--- config.mk ---
export PLATFORM = sky130hd
export DESIGN_NAME = serial_digit_adder
export DESIGN_NICKNAME = d
export VERILOG_FILES = /design/src/rtl/adder_pkg.sv /design/src/rtl/digit_adder.sv /design/src/rtl/serial_digit_adder.sv
export SDC_FILE = /design/constraint.sdc
export NUM_CORES = 1
export LEC_CHECK = 0
export ABC_AREA = 1
export BUFFER_PORTS_ARGS = -buffer_cell sky130_fd_sc_hd__buf_2
export CORE_ASPECT_RATIO = 2
export CORE_MARGIN = 10
export CORE_UTILIZATION = 50
export DETAILED_ROUTE_END_ITERATION = 8
export PLACE_DENSITY = 0.85
export SLEW_MARGIN = 20
export SYNTH_ARGS = -nofsm -noshare
export SYNTH_HDL_FRONTEND = slang
export SYNTH_SLANG_ARGS = --single-unit
--- constraint.sdc ---
create_clock -name clk -period 3.85 [get_ports clk]
set_input_delay 0.77 -clock clk [delete_from_list [all_inputs] [get_ports clk]]
set_output_delay 0.77 -clock clk [all_outputs]
set_load 0.05 [all_outputs]
--- src/rtl/adder_pkg.sv ---
// Shared types and parameter checks for the serial digit adder.
// Imported by the digit cell and the top-level sequencer.
package adder_pkg;

  typedef enum logic [1:0] {
    IDLE = 2'd0,
    RUN  = 2'd1,
    DONE = 2'd2
  } state_t;

  // WIDTH must split into a whole number of DIGIT-bit slices.
  function automatic bit params_ok(input int w, input int d);
    return (d >= 1) && (d <= w) && ((w % d) == 0);
  endfunction

endpackage

--- src/rtl/digit_adder.sv ---
// Combinational DIGIT-bit ripple adder built from full-adder cells.
// Also exposes the carry into the MSB so the caller can form overflow.
module digit_adder
  import adder_pkg::*;
#(
  parameter int DIGIT = 4
) (
  input  logic [DIGIT-1:0] a,
  input  logic [DIGIT-1:0] b,
  input  logic             ci,
  output logic [DIGIT-1:0] s,
  output logic             co,
  output logic             cmsb
);

  logic [DIGIT:0] c;

  assign c[0] = ci;

  for (genvar i = 0; i < DIGIT; i++) begin : g_fa
    assign s[i]   = a[i] ^ b[i] ^ c[i];
    assign c[i+1] = (a[i] & b[i]) | (c[i] & (a[i] ^ b[i]));
  end

  assign co   = c[DIGIT];
  assign cmsb = c[DIGIT-1];

endmodule

--- src/rtl/serial_digit_adder.sv ---
// Multi-cycle adder/subtractor: DIGIT bits per clock via a registered carry.
// Frames each operation with start/busy/done; reports carry and overflow.
module serial_digit_adder
  import adder_pkg::*;
#(
  parameter int WIDTH = 16,
  parameter int DIGIT = 4
) (
  input  logic             clk,
  input  logic             rst,
  input  logic             start,
  input  logic [WIDTH-1:0] a,
  input  logic [WIDTH-1:0] b,
  input  logic             sub,
  input  logic             cin,
  output logic             busy,
  output logic             done,
  output logic [WIDTH-1:0] sum,
  output logic             cout,
  output logic             ovf
);

  localparam int N  = WIDTH / DIGIT;
  localparam int CW = (N > 1) ? $clog2(N) : 1;

  if (!params_ok(WIDTH, DIGIT)) begin : g_bad_params
    $error("serial_digit_adder: WIDTH must be a multiple of DIGIT");
  end

  state_t           state;
  logic [CW-1:0]    cnt;
  logic [WIDTH-1:0] ra;
  logic [WIDTH-1:0] rb;
  logic             c;

  logic [DIGIT-1:0] ds;
  logic             dco;
  logic             dcm;
  logic [WIDTH-1:0] acc_next;

  logic accept;
  logic last;

  assign accept = start && (state != RUN);
  assign last   = (cnt == CW'(N - 1));

  assign busy = (state == RUN);
  assign done = (state == DONE);

  digit_adder #(
    .DIGIT(DIGIT)
  ) u_digit (
    .a   (ra[DIGIT-1:0]),
    .b   (rb[DIGIT-1:0]),
    .ci  (c),
    .s   (ds),
    .co  (dco),
    .cmsb(dcm)
  );

  // Partial result: earlier digits shift down, newest digit enters on top.
  if (DIGIT == WIDTH) begin : g_one
    assign acc_next = ds;
  end else begin : g_multi
    logic [WIDTH-DIGIT-1:0] acc;

    assign acc_next = {ds, acc};

    // Collect completed digits while running.
    always_ff @(posedge clk or posedge rst) begin
      if (rst) begin
        acc <= '0;
      end else if (state == RUN) begin
        acc <= acc_next[WIDTH-1:DIGIT];
      end
    end
  end

  // Sequencer: accept, run N digit cycles, publish result, pulse done.
  always_ff @(posedge clk or posedge rst) begin
    if (rst) begin
      state <= IDLE;
      cnt   <= '0;
      ra    <= '0;
      rb    <= '0;
      c     <= 1'b0;
      sum   <= '0;
      cout  <= 1'b0;
      ovf   <= 1'b0;
    end else if (accept) begin
      ra    <= a;
      rb    <= sub ? ~b : b;
      c     <= cin ^ sub;
      cnt   <= '0;
      state <= RUN;
    end else begin
      case (state)
        RUN: begin
          ra  <= ra >> DIGIT;
          rb  <= rb >> DIGIT;
          c   <= dco;
          cnt <= cnt + 1'b1;
          if (last) begin
            sum   <= acc_next;
            cout  <= dco;
            ovf   <= dcm ^ dco;
            cnt   <= '0;
            state <= DONE;
          end
        end
        DONE:    state <= IDLE;
        default: state <= IDLE;
      endcase
    end
  end

endmodule
After elaboration in Yosys (flattened, before gate mapping):

Index checks and enable logic that the tools add are counted.

* reductions and logical operators: 3
* add/subtract/negate cells: 1
* muxes and demuxes: 13
* equality and inequality tests: 5
* bitwise operators: 24

Operator list (number)
* $mux 16: 5
* $not 16->16: 1
* $mux 2: 6
* $xor 1x1->1: 10
* $and 1x1->1: 8
* $eq 2x2->1 const B: 2
* $or 1x1->1: 4
* $ne 3x1->1 const B: 1
* $reduce_and 3->1: 1
* $add 2x1->2 const B: 1
* $eq 2x1->1 const B: 1
* $mux 1: 2
* $ne 2x1->1 const B: 1
* $reduce_bool 2->1: 1
* $logic_and 1x1->1: 1
* $not 1->1: 1

* logic and storage cells: 55
* register bits after elaboration: 67
* output and inout bits: 20

Logic depth before layout (Yosys ltp):

* word-level depth: 11
* depth in mapped cells: 11

Cells and area by module:

Synthesis repeated with hierarchy kept, for this count alone.

* cell total of the unflattened synthesis: 380
* area total of the unflattened synthesis: 3251.9 um2

By module, submodules not included
* serial_digit_adder: times used 1, area each 3141.8 um2, sequential area each 1676.6 um2, cells each 368
* digit_adder: times used 1, area each 110.1 um2, sequential area each 0.0 um2, cells each 12

Worst setup path before layout:

No wires, ideal clock.

* path type: register -> register
* start point: reg c
* end point: reg g_multi.acc[11]
* path slack: 1718 ps
* period minus slack after synthesis: 2132 ps
* library setup time: 83 ps
* arrival: 2050 ps
* cell stages (with the launch flop): 9
* path through: dfrtp_1 > fa_1 > inv_1 > fa_1 > inv_1 > fa_1 > inv_1 > fa_1 > o21ai_0

* longest elaborated chain between the ends: 7

RTL lines
* start, declared: line serial_digit_adder.sv:34 `logic c;`
* start signal, assigned: line serial_digit_adder.sv:93 `c <= cin ^ sub;`
* start signal, assigned: line serial_digit_adder.sv:101 `c <= dco;`
* $and 1x1->1: line digit_adder.sv:22 `assign c[i+1] = (a[i] & b[i]) | (c[i] & (a[i] ^ b[i]));`
* $or 1x1->1: line digit_adder.sv:22
* $and 1x1->1: line digit_adder.sv:22
* $or 1x1->1: line digit_adder.sv:22
* $and 1x1->1: line digit_adder.sv:22
* $or 1x1->1: line digit_adder.sv:22
* $xor 1x1->1: line digit_adder.sv:21 `assign s[i] = a[i] ^ b[i] ^ c[i];`
* end signal, assigned: line serial_digit_adder.sv:74 `acc <= acc_next[WIDTH-1:DIGIT];`
* end, declared: line serial_digit_adder.sv:65 `logic [WIDTH-DIGIT-1:0] acc;`

Every way passes these cells.
A chain may end at the register's enable or synchronous reset.

Worst setup path in the final report:

* start point: reg state[0]
* end point: out busy

* longest elaborated chain between the ends: 1

RTL lines
* start, declared: line serial_digit_adder.sv:30 `state_t state;`
* start signal, assigned: line serial_digit_adder.sv:82 `state <= IDLE;`
* start signal, assigned: line serial_digit_adder.sv:95 `state <= RUN;`
* start signal, assigned: line serial_digit_adder.sv:108 `state <= DONE;`
* $eq 2x1->1: line serial_digit_adder.sv:47 `assign busy = (state == RUN);`
* end, declared: line serial_digit_adder.sv:16 `output logic busy,`

Every way passes these cells.

==> summary by stage <==
Yosys
The top cell type by area accounts for 54.5% of the synthesized area. The most common cell in the synthesized netlist is nand2_1. In the synthesized netlist the async set-or-reset flop fraction comes to 100%.

The commonest cells after synthesis are nand2_1 (153), dfrtp_1 (67), nand3_1 (59). The synthesized design contains 0 enable-type register cells. The number of warnings reported in the yosys synthesis log is 0. The count of state elements after synthesis is 67. Synthesis produced 379 cells. The sequential area share after synthesis is 54.5%. Synthesis instantiated 17 different standard cells from the library. In this run the cell area of the synthesized design comes to 0.00308 mm2.

After synthesis, the mean cell area works out to 8.12 um2. By area the synthesized netlist is led by dfrtp_1 (54%), nand2_1 (19%), nand3_1 (9.6%). Counting every net in the synthesized netlist gives 421. The dominant cell type by area after synthesis is dfrtp_1. The most common flop cell mapped by yosys is dfrtp_1.

Hold path
The kind of path behind the tightest hold check is flop to flop.

Timing
Clock skew on the completed layout was measured at 0.00536 ns. The tightest slew margin relative to the limit is 39.9%. The share of the clock period used by the worst path is 62.3%.

The final hold violation count is 0. The setup-violating endpoint count in the final report is 0. Setup slack closes at 1.45 ns. The final hold slack is 0.470 ns.

The top achievable clock speed is 417 MHz. For the finished layout, the period the worst path requires is 2.40 ns. Setup repair after global routing left no endpoint under its margin.

The transition at the pin with the smallest max-transition slack is 0.899 ns. The final max-slew violation count is 0. Setup total negative slack on the finished layout was measured at 0 ns.

Placement
The number of placed cells counting well taps is 480. Timing analysis after detailed placement gives a worst setup slack of 1.48 ns. In this run the cell area measured after placement is 0.00336 mm2. The final weighted congestion of routability-driven global placement is 0.810. Buffers placed on the I/O ports in this run total 56. The HPWL after detailed placement is 5010 um.

Final layout
The post-route core utilization is 60.7%. From synthesis to final layout, the design area changed by 18.5%. The share of final-layout standard cells stronger than drive strength 1 is 18.5%.

For this run, the number of standard cells in the final layout without fillers is 496. The net count of the finished layout is 470. The number of antenna diodes in the final layout is 0. The post-route standard cell area excluding fillers is 0.00365 mm2.

Power
In this run the static leakage power is 2.01 nW. The overall power of the completed layout is 3.12 mW. Across the VDD grid, the largest voltage drop is 0.369 mV. The power per cell area is 855 mW/mm2.

Drt
The wire length per cell is 14.6 um. In the routed layout, each cell is associated on average with a via count of 5.31. The post-detailed-routing wire length is 7220 um. The detailed router finished its first iteration with 204 violations.

The remaining design rule violation count is 0. For this run, the detailed router's first-pass iteration total came to 4. The final route contains 2633 vias. The number of antenna-violating nets in the routed design is 0.

Clock tree
In this run the number of H-tree levels came out at 3. The clock network latency to the later pin of the worst-skew pair is 0.33 ns. TritonCTS built the clock tree. The number of clock buffers added by TritonCTS is 9. After clock tree synthesis, the setup repair step added 0 buffers.

The clock-pin transition on the worst setup and hold timing paths is 0.05 ns. Gates resized during post-CTS repair numbered 0. The clock sink count is 67.

The number of hold buffers added after CTS was 0. The library cell used as clock root buffer is clkbuf_16. The buffer levels on the longest clock path is 2.

Run status
The flow ran to the end, and the final reports show no timing, DRC or antenna violations.

GRT
In the global route stage, overall resource usage came out at 15.8%. Entering global routing, the biggest net connects 55 pins. The via count of the first global-routing pass is 2638.

The initial antenna violation count came to 0. The first-pass GRT wire length is 11900 um. Global routing finished with a remaining overflow of 0.

Setup path
The critical path capture point type is an output pin. The worst setup path is launched from a flop. The reg2reg setup slack is 1.56 ns. The signal arrival time at the worst endpoint is 1.63 ns. Of all nets on the critical path, the largest fanout is 12.

The worst setup path is of the flop to output pin kind. The required time at the endpoint of the critical path is 3.08 ns.

Die
The die boundary height is 131 um. From left edge to right edge, the die measures 75.5 um. The area of the placeable core is 0.00601 mm2. The initial utilization of the core area, before any placement, comes to 51.3%.

The die covers 0.00988 mm2. The floorplan has 40 rows. The top-level I/O count is 57.

Run
Max-cap violations in this run came to 0.
## critical path, cell delays in order, from the launching register on
cell and delay (ns):
dfrtp_1 0.44, inv_2 0.05, nor2_2 0.43, buf_2 0.37
## power breakdown
group / switching, mW / internal (mW) / leakage (nW)
sequential: 0.164 / 0.990 / 0.870
combinational: 0.887 / 0.329 / 0.996
clock: 0.285 / 0.465 / 0.141
total: 1.34 / 1.78 / 2.01
## final timing paths
check,depth (start not counted),to,from
setup / recovery,3,busy,state[0]
hold / removal,2,sum[1],sum[1]
setup reg to reg,8,g_multi.acc[11],c
hold reg to reg,2,sum[1],sum[1]
max in group asynchronous,3,g_multi.acc[7],rst
min in group asynchronous,2,sum[12],rst
## metal layers
metal  track usage (%)  up-vias  share of wire, %
li1                  -     1277                 -
met3              3.78       24               5.2
met2              27.2       93                53
met4              10.1        0               4.1
met5                 0        -                 0
met1              16.2     1239                38
## final cells by class
type | instances | area, um2
Multi-Input combinational cell | 254 | 1170
Clock inverter | 5 | 27.5
Timing Repair Buffer | 59 | 303
Clock buffer | 11 | 253
Fill cell | 521 | 2360
Sequential cell | 67 | 1680
Inverter | 37 | 140
Tap cell | 63 | 78.8
## logic make-up after synthesis
kind of cell / count (synthesis) / share of synthesized area [%]
adders and majority gates: 5 / 3.01
and+or+nand+nor: 218 / 29.1
buffers and inverters: 58 / 7.81
xor gates and xnor gates: 4 / 1.14
AOI/OAI and AO/OA: 27 / 4.51
DFF: 67 / 54.5
## registers in the layout, summed over array words and instances, names as in the netlist
name and count:
state 2, cnt 2, ovf 1, sum 16, g_multi.acc 12, c 1, cout 1, rb 16
ra 16
## cells in the final DEF (no fill, tap or decap), types with 5 or more instances in the layout
cell,Yosys,routed
nand2_1,153,153
dfrtp_1,67,67
nand3_1,59,59
buf_2,9,56
inv_1,35,34
o21ai_1,14,14
o21ai_0,12,12
clkbuf_16,0,9
nor2_1,5,5
clkinv_2,0,5
No activity file was read; power rests on OpenSTA's default activity.
